**src/rtl/screen_pkg.sv**
```systemverilog
// screen_pkg: driver FSM states, init command count and SSD1306 init ROM with a bounded lookup helper
package screen_pkg;
  typedef enum logic [2:0] {POWER_UP, LOAD_CMD, SEND, CHECK_INIT_DONE, LOAD_DATA} state_t;
  localparam logic [3:0] INIT_CMD_COUNT = 4'd15;
  localparam logic [0:14][7:0] INIT_ROM = {
    8'hAE, 8'hD5, 8'h80, 8'hA8, 8'h3F, 8'hD3, 8'h00, 8'h40,
    8'h8D, 8'h14, 8'h20, 8'h00, 8'hA1, 8'hC8, 8'hAF
  };
  function automatic logic [7:0] init_byte(input logic [3:0] i);
    return i < INIT_CMD_COUNT ? INIT_ROM[i] : 8'h00;
  endfunction
endpackage

```
**src/rtl/spi_byte_tx.sv**
```systemverilog
// spi_byte_tx: MSB-first byte serialiser, 2 clk/bit (in: clk, reset, i_load, i_byte; out: o_busy low in last cycle, o_sclk idle high, o_sdin)
module spi_byte_tx (
  input  logic       clk,
  input  logic       reset,
  input  logic       i_load,
  input  logic [7:0] i_byte,
  output logic       o_busy,
  output logic       o_sclk,
  output logic       o_sdin
);
  logic [7:0] r_shift;
  logic [2:0] r_bit;
  logic       r_active;
  logic       r_sclk;
  always_ff @(posedge clk or posedge reset) begin
    if (reset) begin
      r_shift  <= '0;
      r_bit    <= '0;
      r_active <= 1'b0;
      r_sclk   <= 1'b1;
    end else if (i_load) begin
      r_shift  <= i_byte;
      r_bit    <= 3'd7;
      r_active <= 1'b1;
      r_sclk   <= 1'b0;
    end else if (r_active) begin
      if (!r_sclk) r_sclk <= 1'b1;
      else if (r_bit == 3'd0) r_active <= 1'b0;
      else begin
        r_bit   <= r_bit - 3'd1;
        r_sclk  <= 1'b0;
        r_shift <= {r_shift[6:0], 1'b0};
      end
    end
  end
  assign o_busy = r_active && !(r_sclk && r_bit == 3'd0);
  assign o_sclk = r_sclk;
  assign o_sdin = r_shift[7];
endmodule

```
**src/rtl/screen_driver.sv**
```systemverilog
// screen_driver: SSD1306 SPI driver, power-up, 15-byte init then endless 1024-byte frames (in: clk, reset, pixel_data; out: io_sclk/io_sdin/io_cs/io_dc/io_reset, pixel_address)
module screen_driver
  import screen_pkg::*;
#(
  parameter logic [31:0] STARTUP_WAIT = 32'd10_000_000
) (
  input  logic       clk,
  input  logic       reset,
  output logic       io_sclk,
  output logic       io_sdin,
  output logic       io_cs,
  output logic       io_dc,
  output logic       io_reset,
  output logic [9:0] pixel_address,
  input  logic [7:0] pixel_data
);
  localparam logic [31:0] W2 = 2 * STARTUP_WAIT;
  localparam logic [31:0] W3 = 3 * STARTUP_WAIT;
  state_t      r_state, w_next;
  logic [31:0] r_cnt;
  logic [3:0]  r_cmd_idx;
  logic        r_cs, r_dc;
  logic [9:0]  r_addr;
  logic        w_load, w_busy;
  logic [7:0]  w_byte;
  always_ff @(posedge clk or posedge reset) begin
    if (reset) r_state <= POWER_UP;
    else r_state <= w_next;
  end
  always_comb begin
    w_next = r_state;
    w_load = r_state == LOAD_CMD || r_state == LOAD_DATA;
    w_byte = r_state == LOAD_DATA ? pixel_data : init_byte(r_cmd_idx);
    case (r_state)
      POWER_UP:            w_next = r_cnt == W3 ? LOAD_CMD : POWER_UP;
      LOAD_CMD, LOAD_DATA: w_next = SEND;
      SEND:                w_next = w_busy ? SEND : CHECK_INIT_DONE;
      CHECK_INIT_DONE:     w_next = (r_dc || r_cmd_idx == INIT_CMD_COUNT) ? LOAD_DATA : LOAD_CMD;
      default:             w_next = POWER_UP;
    endcase
  end
  always_ff @(posedge clk or posedge reset) begin
    if (reset) begin
      r_cnt     <= '0;
      r_cmd_idx <= '0;
      r_cs      <= 1'b1;
      r_dc      <= 1'b0;
      r_addr    <= '0;
    end else begin
      if (r_state == POWER_UP) r_cnt <= r_cnt == W3 ? '0 : r_cnt + 32'd1;
      if (r_state == LOAD_CMD) begin
        r_dc      <= 1'b0;
        r_cmd_idx <= r_cmd_idx + 4'd1;
      end
      if (r_state == LOAD_DATA) begin
        r_dc   <= 1'b1;
        r_addr <= r_addr + 10'd1;
      end
      if (w_load) r_cs <= 1'b0;
    end
  end
  spi_byte_tx u_tx (
    .clk    (clk),
    .reset  (reset),
    .i_load (w_load),
    .i_byte (w_byte),
    .o_busy (w_busy),
    .o_sclk (io_sclk),
    .o_sdin (io_sdin)
  );
  assign io_reset      = !(r_state == POWER_UP && r_cnt >= STARTUP_WAIT && r_cnt < W2);
  assign io_cs         = r_cs;
  assign io_dc         = r_dc;
  assign pixel_address = r_addr;
endmodule

```
**config.mk**
```make
export PLATFORM = sky130hd
export DESIGN_NAME = screen_driver
export DESIGN_NICKNAME = d
export VERILOG_FILES = /design/src/rtl/screen_pkg.sv /design/src/rtl/spi_byte_tx.sv /design/src/rtl/screen_driver.sv
export SDC_FILE = /design/constraint.sdc
export NUM_CORES = 1
export LEC_CHECK = 0
export ABC_AREA = 1
export CAP_MARGIN = 20
export CORE_MARGIN = 2
export CORE_UTILIZATION = 45
export CTS_CLUSTER_DIAMETER = 200
export DETAILED_ROUTE_END_ITERATION = 8
export GPL_TIMING_DRIVEN = 1
export SLEW_MARGIN = 5
export SYNTH_ARGS = -nofsm -noshare
export SYNTH_HDL_FRONTEND = slang
export SYNTH_SLANG_ARGS = --single-unit
```
**constraint.sdc**
```tcl
create_clock -name clk -period 2.4 [get_ports clk]
set_input_delay 0.48 -clock clk [delete_from_list [all_inputs] [get_ports clk]]
set_output_delay 0.48 -clock clk [all_outputs]
set_load 0.01 [all_outputs]
```
After elaboration in Yosys (flattened, before gate mapping). Memories as Yosys holds them, arrays and structs flattened. Cells that the tools add are included.

Memories kept: 1. Word-level logic and storage cells: 69. Bits in registers: 64. Memory bits (read-only): 128. Input port bits: 10.

Memories: (no name shown) (words 16, width 8, read ports 1, clocked after memory_dff 0, wr ports 0, line screen_pkg.sv:10) `return i < INIT_CMD_COUNT ? INIT_ROM[i] : 8'h00;`.

Bitwise gates (word level): 1. Add/sub/neg operators: 4. Reduce and logical (&&, ||, !) cells: 15. Equality and inequality tests: 7. Multiplexer cells: 27. Order comparisons: 4.

Operators by type and width (number): $mux W8 (8); $add A32 B1 Y32 const B (1); $eq A32 B25 Y1 const B (1); $ge A32 B24 Y1 const B (1); $lt A32 B25 Y1 const B (1); $mux W32 (1); $mux W3 (5); $mux W1 (12); $pmux W3 S4 (1); $add A10 B1 Y10 const B (1); $eq A3 B2 Y1 const B (2); $logic_not A3 Y1 (2); $reduce_bool A2 Y1 (3); $ge A5 B5 Y1 const B (1); $not A4 Y5 (1); $add A4 B1 Y4 const B (1); $eq A4 B4 Y1 const B (1); $logic_and A1 B1 Y1 (4); $lt A4 B4 Y1 const B (1); $eq A3 B1 Y1 const B (1); $eq A3 B3 Y1 const B (1); $reduce_and A3 Y1 (1); $sub A3 B1 Y3 const B (1); $logic_not A1 Y1 (2); 3 further kinds (4).

Depth between registers and ports, before layout. Gate-level depths: netlist (run 1).

Depth after elaboration: 7. Gate-level depth with buffers: 11. Depth with buffers taken out: 11.

Modules after synthesis. From an unflattened synthesis (run 1), not the netlist that was laid out.

Cells, all modules: 630. Area total of the unflattened synthesis: 4355.4 µm².

By module, submodules not included: screen_driver (area an instance 3622.2 µm², sequential area each 1277.5 µm², times used 1, cells an instance 536); spi_byte_tx (area an instance 733.2 µm², sequential area each 326.6 µm², times used 1, cells an instance 94).

Worst setup path before layout (run 1). Ideal clock, no wire load.

Path type: register to output. Start point: register r_state[0]. End point: output io_reset. Data arrival time: 1.200 ns. Path slack: 0.720 ns. Data required time: 1.920 ns. Stages on the path, launching flop included: 8. Path through: dfrtp_1 > nor2_4 > nand2_2 > inv_2 > buf_4 > nand3_1 > nor2_1 > nand2_1.

Longest elaborated chain between the ends: 4.

Ends and longest elaborated chain: start: declaration (line screen_driver.sv:19) `state_t r_state, w_next;`; start signal: assignment (line screen_driver.sv:28) `else r_state <= w_next;`; $logic_not A3 Y1 (line screen_driver.sv:71) `assign io_reset = !(r_state == POWER_UP && r_cnt >= STARTUP_WAIT && r_cnt < W2);`; $logic_and A1 B1 Y1 (2 in series) (line screen_driver.sv:71); $logic_not A1 Y1 (line screen_driver.sv:71); end: declaration (line screen_driver.sv:13) `output logic io_reset,`.

Every way passes these cells.

Worst setup path in the final report (run 1).
Start point: register r_cnt[8]. End point: output io_reset.

Longest elaborated chain between the ends: 4.

Ends and longest elaborated chain: start: declaration (line screen_driver.sv:20) `logic [31:0] r_cnt;`; start signal: assignment (line screen_driver.sv:50) `if (r_state == POWER_UP) r_cnt <= r_cnt == W3 ? '0 : r_cnt + 32'd1;`; $ge A32 B24 Y1 (line screen_driver.sv:71); $logic_and A1 B1 Y1 (line screen_driver.sv:71); $logic_and A1 B1 Y1 * (line screen_driver.sv:71); $logic_not A1 Y1 * (line screen_driver.sv:71).

Mark *: on every way between the ends. The rest lies on a longest branch, timed or not.

==> impl_metrics.json, run 1 <==
{
  "setup.worst_path.class": "register to output pin",
  "max_fo_critical_path": 6,
  "fillers": 917,
  "worst_skew_pair.late_latency_ps": 360,
  "route.detailed.vias_per_inst": 5.12,
  "report.final.slew_viol_count": 0,
  "p_per_area_nw_per_um2": 442,
  "synth.avg_cell_area_um2": 6.74,
  "layout-area-overhead-vs-synth_pct": 15.5,
  "grt_pass1_wl_mm": 18.5,
  "post-layout-total-power_uw": 2180,
  "initial_core_util_pct": 46.3,
  "core-area_um2": 9200,
  "final_core_utilization_pct": 53.5,
  "totalWireLength_mm": 10.7,
  "ctsRootBufferMaster": "sky130_fd_sc_hd__clkbuf_8",
  "grt_antenna_before_repair": 0,
  "critical_path.reg2reg.endpoint": "r_cnt[18]$_DFFE_PP0P_",
  "setup-tns-final_ps": 0,
  "most_used_cell_cp": "sky130_fd_sc_hd__nand2_1",
  "portBuffers": 24,
  "reg2reg_setup_slack_ps": 460,
  "drc": 0,
  "rsz0062_at_grt": "false",
  "detailed_place_hpwl_mm": 8.06,
  "final_setup_violation_count": 0,
  "clock.fmax_mhz": 472,
  "clock_transition_at_the_registers_of_the_reported_paths_ps": 70,
  "cts.htree.levels": 3,
  "power.leakage_uw": 0.00237,
  "grt.overflow.total": 0,
  "cts_tree": "built",
  "crit_path_max_incr_delay_ps": 420,
  "floorplan.die.width_um": 101,
  "dr.first_iter.drc_count": 281,
  "worst_slew_margin_rel_pct": 66.7,
  "number_of_global_route_vias_before_repair": 3888,
  "critPathLaunch": "r_cnt[8]$_DFFE_PP0P_",
  "dieArea_um2": 10300,
  "overall_global_routing_usage_pct": 23.2,
  "gpl.final_weighted_congestion": 0.927,
  "grt_max_degree": 25,
  "cts_inserted_buffers": 9,
  "critical_path.endpoint": "io_reset",
  "worstReg2RegStart": "r_state[0]$_DFF_PP0_",
  "synthesis.nets": 652,
  "timing.critical_path.from_type": "register",
  "first_pass_iters": 5,
  "worst_ep_required_time_ps": 1920,
  "cp_slowest_cell": "sky130_fd_sc_hd__dfrtp_1",
  "worst_ep_arrival_time_ps": 1640,
  "timing.critical_path.to_type": "output pin",
  "yosys.cell_types.count": 36,
  "synth.cell_area_um2": 4260,
  "timing.critical_path.cells": "nand2_1 -> o21ai_0 -> nand2_1 -> nand3_1 -> nand2_1 -> nand2_1 -> nand2_1 -> clkbuf_2",
  "timing.final.hold_violations": 0,
  "min-delay-path-class": "register to register",
  "cts_num_sinks": 64,
  "final.period_utilization_pct": 88.3,
  "cts.hold.buffers_added": 0,
  "reg2reg_depth": 8,
  "row_count": 35,
  "post_synthesis_sequential_element_count": 64,
  "nNetsFinal": 691,
  "post-synth-top-area-cell": "sky130_fd_sc_hd__dfrtp_1",
  "ys_top_cells_by_area": "sky130_fd_sc_hd__dfrtp_1 36%, sky130_fd_sc_hd__nand2_1 18%, sky130_fd_sc_hd__nor2_1 10%",
  "share_of_cells_above_drive_strength_1_pct": 9.32,
  "worst_clock_skew_ps": 10.8,
  "chipHeight_um": 101,
  "period_needed_ps": 2120,
  "max-vdd-ir-drop_mv": 0.337,
  "clockBufferDepth": 2,
  "postSynthCellCount": 632,
  "antenna_diodes": 0,
  "status": "finished, final reports clean",
  "drtAntennaViolNets": 0,
  "drv.max_cap_violation_count": 0,
  "io-pin-count": 25,
  "wire_per_inst_um": 13.6,
  "share_of_the_synthesized_area_in_the_top_cell_type_pct": 36.4,
  "synth_seq_area_share_pct": 37.7,
  "worstMarginPinSlew_ps": 498,
  "vias": 4032,
  "yosysWarningCount": 0
}
## area by class of cell
cell class	count	area, µm²	area share (%)
timing repair buffer	37	345	7.02
multi-input combinational	476	2300	46.7
clock inverter	7	95.1	1.93
inverter	83	312	6.33
clock buffer	9	124	2.52
sequential	64	1610	32.7
tap	111	139	2.82
## worst min-delay path by stage
stage	start	to	slack [ps]	depth (start not counted)
detailed placement	io_cs$_DFFE_PP1N_	io_cs$_DFFE_PP1N_	430	2
floorplan	io_cs$_DFFE_PP1N_	io_cs$_DFFE_PP1N_	450	2
global placement	io_cs$_DFFE_PP1N_	io_cs$_DFFE_PP1N_	430	2
CTS	io_cs$_DFFE_PP1N_	io_cs$_DFFE_PP1N_	450	2
finish	io_cs$_DFFE_PP1N_	io_cs$_DFFE_PP1N_	440	2
global route	io_cs$_DFFE_PP1N_	io_cs$_DFFE_PP1N_	480	2
## layout by cell type, fill, tap and decap left out, drive strengths merged
| master | count |
|---|---|
| clkdlybuf4s50 | 23 |
| dfstp | 2 |
| clkinvlp | 1 |
| bufinv | 2 |
| and3 | 1 |
| o22ai | 1 |
| buf | 13 |
| o211ai | 6 |
| clkinv | 3 |
| inv | 84 |
| nor3 | 9 |
| xnor2 | 2 |
| or2 | 1 |
| dfrtp | 62 |
| ha | 10 |
| xor2 | 18 |
| nand2 | 206 |
| nand3b | 4 |
| nor2 | 123 |
| nand3 | 52 |
| and2 | 1 |
| nor3b | 2 |
| a21oi | 9 |
| nand4 | 9 |
| o21ai | 22 |
| clkbuf | 10 |
## cell families (layout without fill, tap and decap cells)
group / count (synthesis) / count (layout) / share of synthesized area (%)
and+or+nand+nor: 408 / 408 / 41.6
buffers and inverters: 92 / 136 / 8.70
DFF: 64 / 64 / 37.7
AOI/OAI and AO/OA: 38 / 38 / 4.96
xor gates and xnor gates: 20 / 20 / 4.11
adders and majority gates: 10 / 10 / 2.94
## metal layers
metal	up-vias	GRT usage, %	routed length, µm
li1	2037	-	-
met1	1895	29.2	4810
met2	85	39.2	5260
met3	15	4.69	441
met4	0	9.15	213
met5	-	0	0
## state kept, by name, summed over array words and instances (netlist names)
name,count
io_cs,1
u_tx.r_active,1
u_tx.o_sclk,1
pixel_address,10
r_cmd_idx,4
io_dc,1
r_state,3
r_cnt,32
u_tx.r_bit,3
u_tx.r_shift,8
## worst max-delay path, delay by kind of cell (launching register included)
family          cells  cell delay [ps]
buf+inv             1              120
flops               1              420
simple gates        6              530
compound gates      1              200
## report_power, final
part	switching, µW	leakage (µW)	internal (µW)
combinational	24.6	0.00143	19.2
clock	469	0.000110	586
sequential	0	0.000828	1080
## through the flow
step / hold WS [ps] / instances / setup WS (ps) / cell area (µm²)
floorplan: 450 / 632 / 325 / 4260
global placement: 430 / 766 / 165 / 4650
detailed placement: 434 / 766 / 135 / 4650
CTS: 445 / 785 / 110 / 4900
global route: 481 / 787 / 86.9 / 4920
finish: 443 / 787 / 280 / 4920
## cells in the mapped netlist
cell type / n
sky130_fd_sc_hd__a21oi_1: 9
sky130_fd_sc_hd__and2_1: 1
sky130_fd_sc_hd__and3_1: 1
sky130_fd_sc_hd__buf_2: 5
sky130_fd_sc_hd__buf_4: 1
sky130_fd_sc_hd__buf_6: 2
sky130_fd_sc_hd__clkbuf_1: 1
sky130_fd_sc_hd__dfrtp_1: 62
sky130_fd_sc_hd__dfstp_2: 2
sky130_fd_sc_hd__ha_1: 10
sky130_fd_sc_hd__inv_1: 79
sky130_fd_sc_hd__inv_2: 4
sky130_fd_sc_hd__nand2_1: 201
sky130_fd_sc_hd__nand2_2: 3
sky130_fd_sc_hd__nand2_4: 1
sky130_fd_sc_hd__nand2_8: 1
sky130_fd_sc_hd__nand3_1: 51
sky130_fd_sc_hd__nand3_2: 1
sky130_fd_sc_hd__nand3b_1: 3
sky130_fd_sc_hd__nand3b_4: 1
sky130_fd_sc_hd__nand4_1: 9
sky130_fd_sc_hd__nor2_1: 115
sky130_fd_sc_hd__nor2_2: 4
sky130_fd_sc_hd__nor2_4: 3
sky130_fd_sc_hd__nor2_8: 1
sky130_fd_sc_hd__nor3_1: 6
sky130_fd_sc_hd__nor3_2: 3
sky130_fd_sc_hd__nor3b_1: 2
sky130_fd_sc_hd__o211ai_1: 5
sky130_fd_sc_hd__o211ai_2: 1
sky130_fd_sc_hd__o21ai_0: 19
sky130_fd_sc_hd__o21ai_1: 3
sky130_fd_sc_hd__o22ai_1: 1
sky130_fd_sc_hd__or2_2: 1
sky130_fd_sc_hd__xnor2_1: 2
sky130_fd_sc_hd__xor2_1: 18
## repair_timing
| action | in CTS | in global routing |
|---|---|---|
| pin swaps | 1 | 1 |
| gates resized for setup | 3 | 7 |
| endpoints found under the setup margin | 1 | 1 |
| setup buffers | 3 | 2 |
Power figures use the tool's default switching activity.
==> run 2: changes to the inputs <==
--- a/config.mk
+++ b/config.mk
@@ -12,6 +12,8 @@
 export CTS_CLUSTER_DIAMETER = 200
 export DETAILED_ROUTE_END_ITERATION = 8
 export GPL_TIMING_DRIVEN = 1
+export MAX_ROUTING_LAYER = met4
+export RECOVER_POWER = 25
 export SLEW_MARGIN = 5
 export SYNTH_ARGS = -nofsm -noshare
 export SYNTH_HDL_FRONTEND = slang
==> impl_metrics.json, run 2 (synthesis gave the netlist of run 1 again) <==
{
  "worstMarginPinSlew_ps": 373,
  "grt_pass1_wl_mm": 18.1,
  "worst_ep_arrival_time_ps": 1760,
  "period_needed_ps": 2240,
  "reg2reg_depth": 11,
  "drv.max_cap_violation_count": 0,
  "critical_path.reg2reg.endpoint": "r_cnt[8]$_DFFE_PP0P_",
  "drtAntennaViolNets": 0,
  "rsz0062_at_grt": "false",
  "grt_util_met1_pct": 30.0,
  "gr-usage-met3_pct": 4.55,
  "fillers": 937,
  "worst_slew_margin_rel_pct": 75.2,
  "grt_max_degree": 65,
  "timing.critical_path.to_type": "output pin",
  "worst_ep_required_time_ps": 1920,
  "final.period_utilization_pct": 93.5,
  "clockBufferDepth": 2,
  "antenna_diodes": 0,
  "drc": 0,
  "route.detailed.vias_per_inst": 5.12,
  "p_per_area_nw_per_um2": 468,
  "report.final.slew_viol_count": 0,
  "p_comb_share_pct": 1.7,
  "portBuffers": 24,
  "final_cell_mix": "201 x sky130_fd_sc_hd__nand2_1, 112 x sky130_fd_sc_hd__nor2_1, 79 x sky130_fd_sc_hd__inv_1",
  "most_common_library_cell_in_the_layout_ignoring_fill_and_taps": "sky130_fd_sc_hd__nand2_1",
  "max-vdd-ir-drop_mv": 0.328,
  "dr.first_iter.drc_count": 263,
  "clock.fmax_mhz": 446,
  "row_count": 35,
  "wire_per_inst_um": 13.5,
  "pwr-share-seq_pct": 46.8,
  "dieArea_um2": 10300,
  "grt_util_met2_pct": 37.4,
  "timing.final.hold_violations": 0,
  "setup-tns-final_ps": 0,
  "worstHoldEndpoint": "io_cs$_DFFE_PP1N_",
  "initial_core_util_pct": 46.3,
  "worst_clock_skew_ps": 13.6,
  "detailed_place_hpwl_mm": 7.90,
  "min_from": "io_cs$_DFFE_PP1N_",
  "cts_inserted_buffers": 9,
  "power.leakage_uw": 0.00236,
  "reg2reg_setup_slack_ps": 490,
  "cts.htree.levels": 3,
  "final_setup_violation_count": 0,
  "floorplan.die.width_um": 101,
  "status": "finished, final reports clean",
  "min-delay-path-class": "register to register",
  "p_sw_uw": 487,
  "worst_skew_pair.late_latency_ps": 350,
  "max_flop_register": "r_cnt",
  "worstReg2RegStart": "r_cnt[0]$_DFFE_PP0P_",
  "relative_contribution_of_the_clock_network_to_total_power_pct": 51.5,
  "worstHoldPathCells": 2,
  "share_of_cells_above_drive_strength_1_pct": 8.48,
  "number_of_global_route_vias_before_repair": 3842,
  "grt-busiest-layer": "met2",
  "cts_num_sinks": 64,
  "register_area_um2": 1610,
  "power.internal_uw": 1820,
  "nNetsFinal": 687,
  "overall_global_routing_usage_pct": 23.2,
  "ctsRootBufferMaster": "sky130_fd_sc_hd__clkbuf_8",
  "max_fo_critical_path": 9,
  "final_core_utilization_pct": 53.6,
  "sw_frac_of_total_pct": 21.1,
  "fin_worst_hold_slack_ps": 449,
  "setup.worst_path.class": "register to output pin",
  "core-area_um2": 9200,
  "first_pass_iters": 5,
  "layout-area-overhead-vs-synth_pct": 15.7,
  "grt.overflow.total": 0,
  "largest_register_ffs": 32,
  "totalWireLength_mm": 10.6,
  "clock_transition_at_the_registers_of_the_reported_paths_ps": 80,
  "gpl.final_weighted_congestion": 0.932,
  "multi_input_comb_area_um2": 2300,
  "timing.critical_path.from_type": "register",
  "io-pin-count": 25,
  "vias": 4007,
  "cts_tree": "built",
  "grt_antenna_before_repair": 0,
  "chipHeight_um": 101
}
run 2: final cells by class:
cell class | count | share of cell area, %
Multi-Input combinational cell | 476 | 46.6
Sequential cell | 64 | 32.6
Timing Repair Buffer | 33 | 6.50
Inverter | 83 | 6.32
Tap cell | 111 | 2.82
Clock buffer | 10 | 2.79
Clock inverter | 6 | 2.34
run 2: through the flow:
step                      area, µm²  total power (µW)  cells  worst slack (ps)
after CTS                      4910              2340    783               119
final                          4930              2300    783               156
after global placement         4630              1140    763               166
after detailed placement       4630              1140    763               151
after global routing           4930              2390    783             0.678
after floorplan                4260              1110    632               325
run 2: worst max-delay path by stage:
stage          slack (ps)                  start                end
2_1_floorplan         330                  reset  io_dc$_DFFE_PP0N_
4_1_cts               120  r_cnt[19]$_DFFE_PP0P_           io_reset
5_1_grt               0.7  r_cnt[31]$_DFFE_PP0P_           io_reset
3_3_place_gp          170  r_cnt[26]$_DFFE_PP0P_           io_reset
3_5_place_dp          150  r_cnt[26]$_DFFE_PP0P_           io_reset
6_report              160  r_cnt[13]$_DFFE_PP0P_           io_reset
run 2: power by group through the flow:
stage                     clock (µW)  sequential [µW]  combinational (µW)
final                           1190             1080                39.1
after global routing            1270             1080                44.6
after CTS                       1220             1080                41.8
after detailed placement           0             1100                41.8
after global placement             0             1100                42.0
after floorplan                    0             1100                16.0
run 2: metal layers:
layer / up-vias / wire length (µm)
met1: 1861 / 4710
met2: 92 / 5140
met5: - / 0
met3: 17 / 522
li1: 2037 / -
met4: 0 / 221
run 2: worst max-delay path, stage by stage (launching register included):
cell                              delay [ps]
sky130_fd_sc_hd__dfrtp_1                 480
sky130_fd_sc_hd__nand2_1                 170
sky130_fd_sc_hd__nand3_1                  80
sky130_fd_sc_hd__a21oi_1                 230
sky130_fd_sc_hd__nor2_1                   80
sky130_fd_sc_hd__nor2_1                   90
sky130_fd_sc_hd__nand2_1                  60
sky130_fd_sc_hd__clkdlybuf4s15_1         230
run 2: repair_timing:
item                       CTS  global route
hold endpoints to repair     0             0
setup endpoints to repair    1             1
pin swaps                    1             0
hold buffers                 0             0
resized for setup            3             7
buffers inserted             4             0
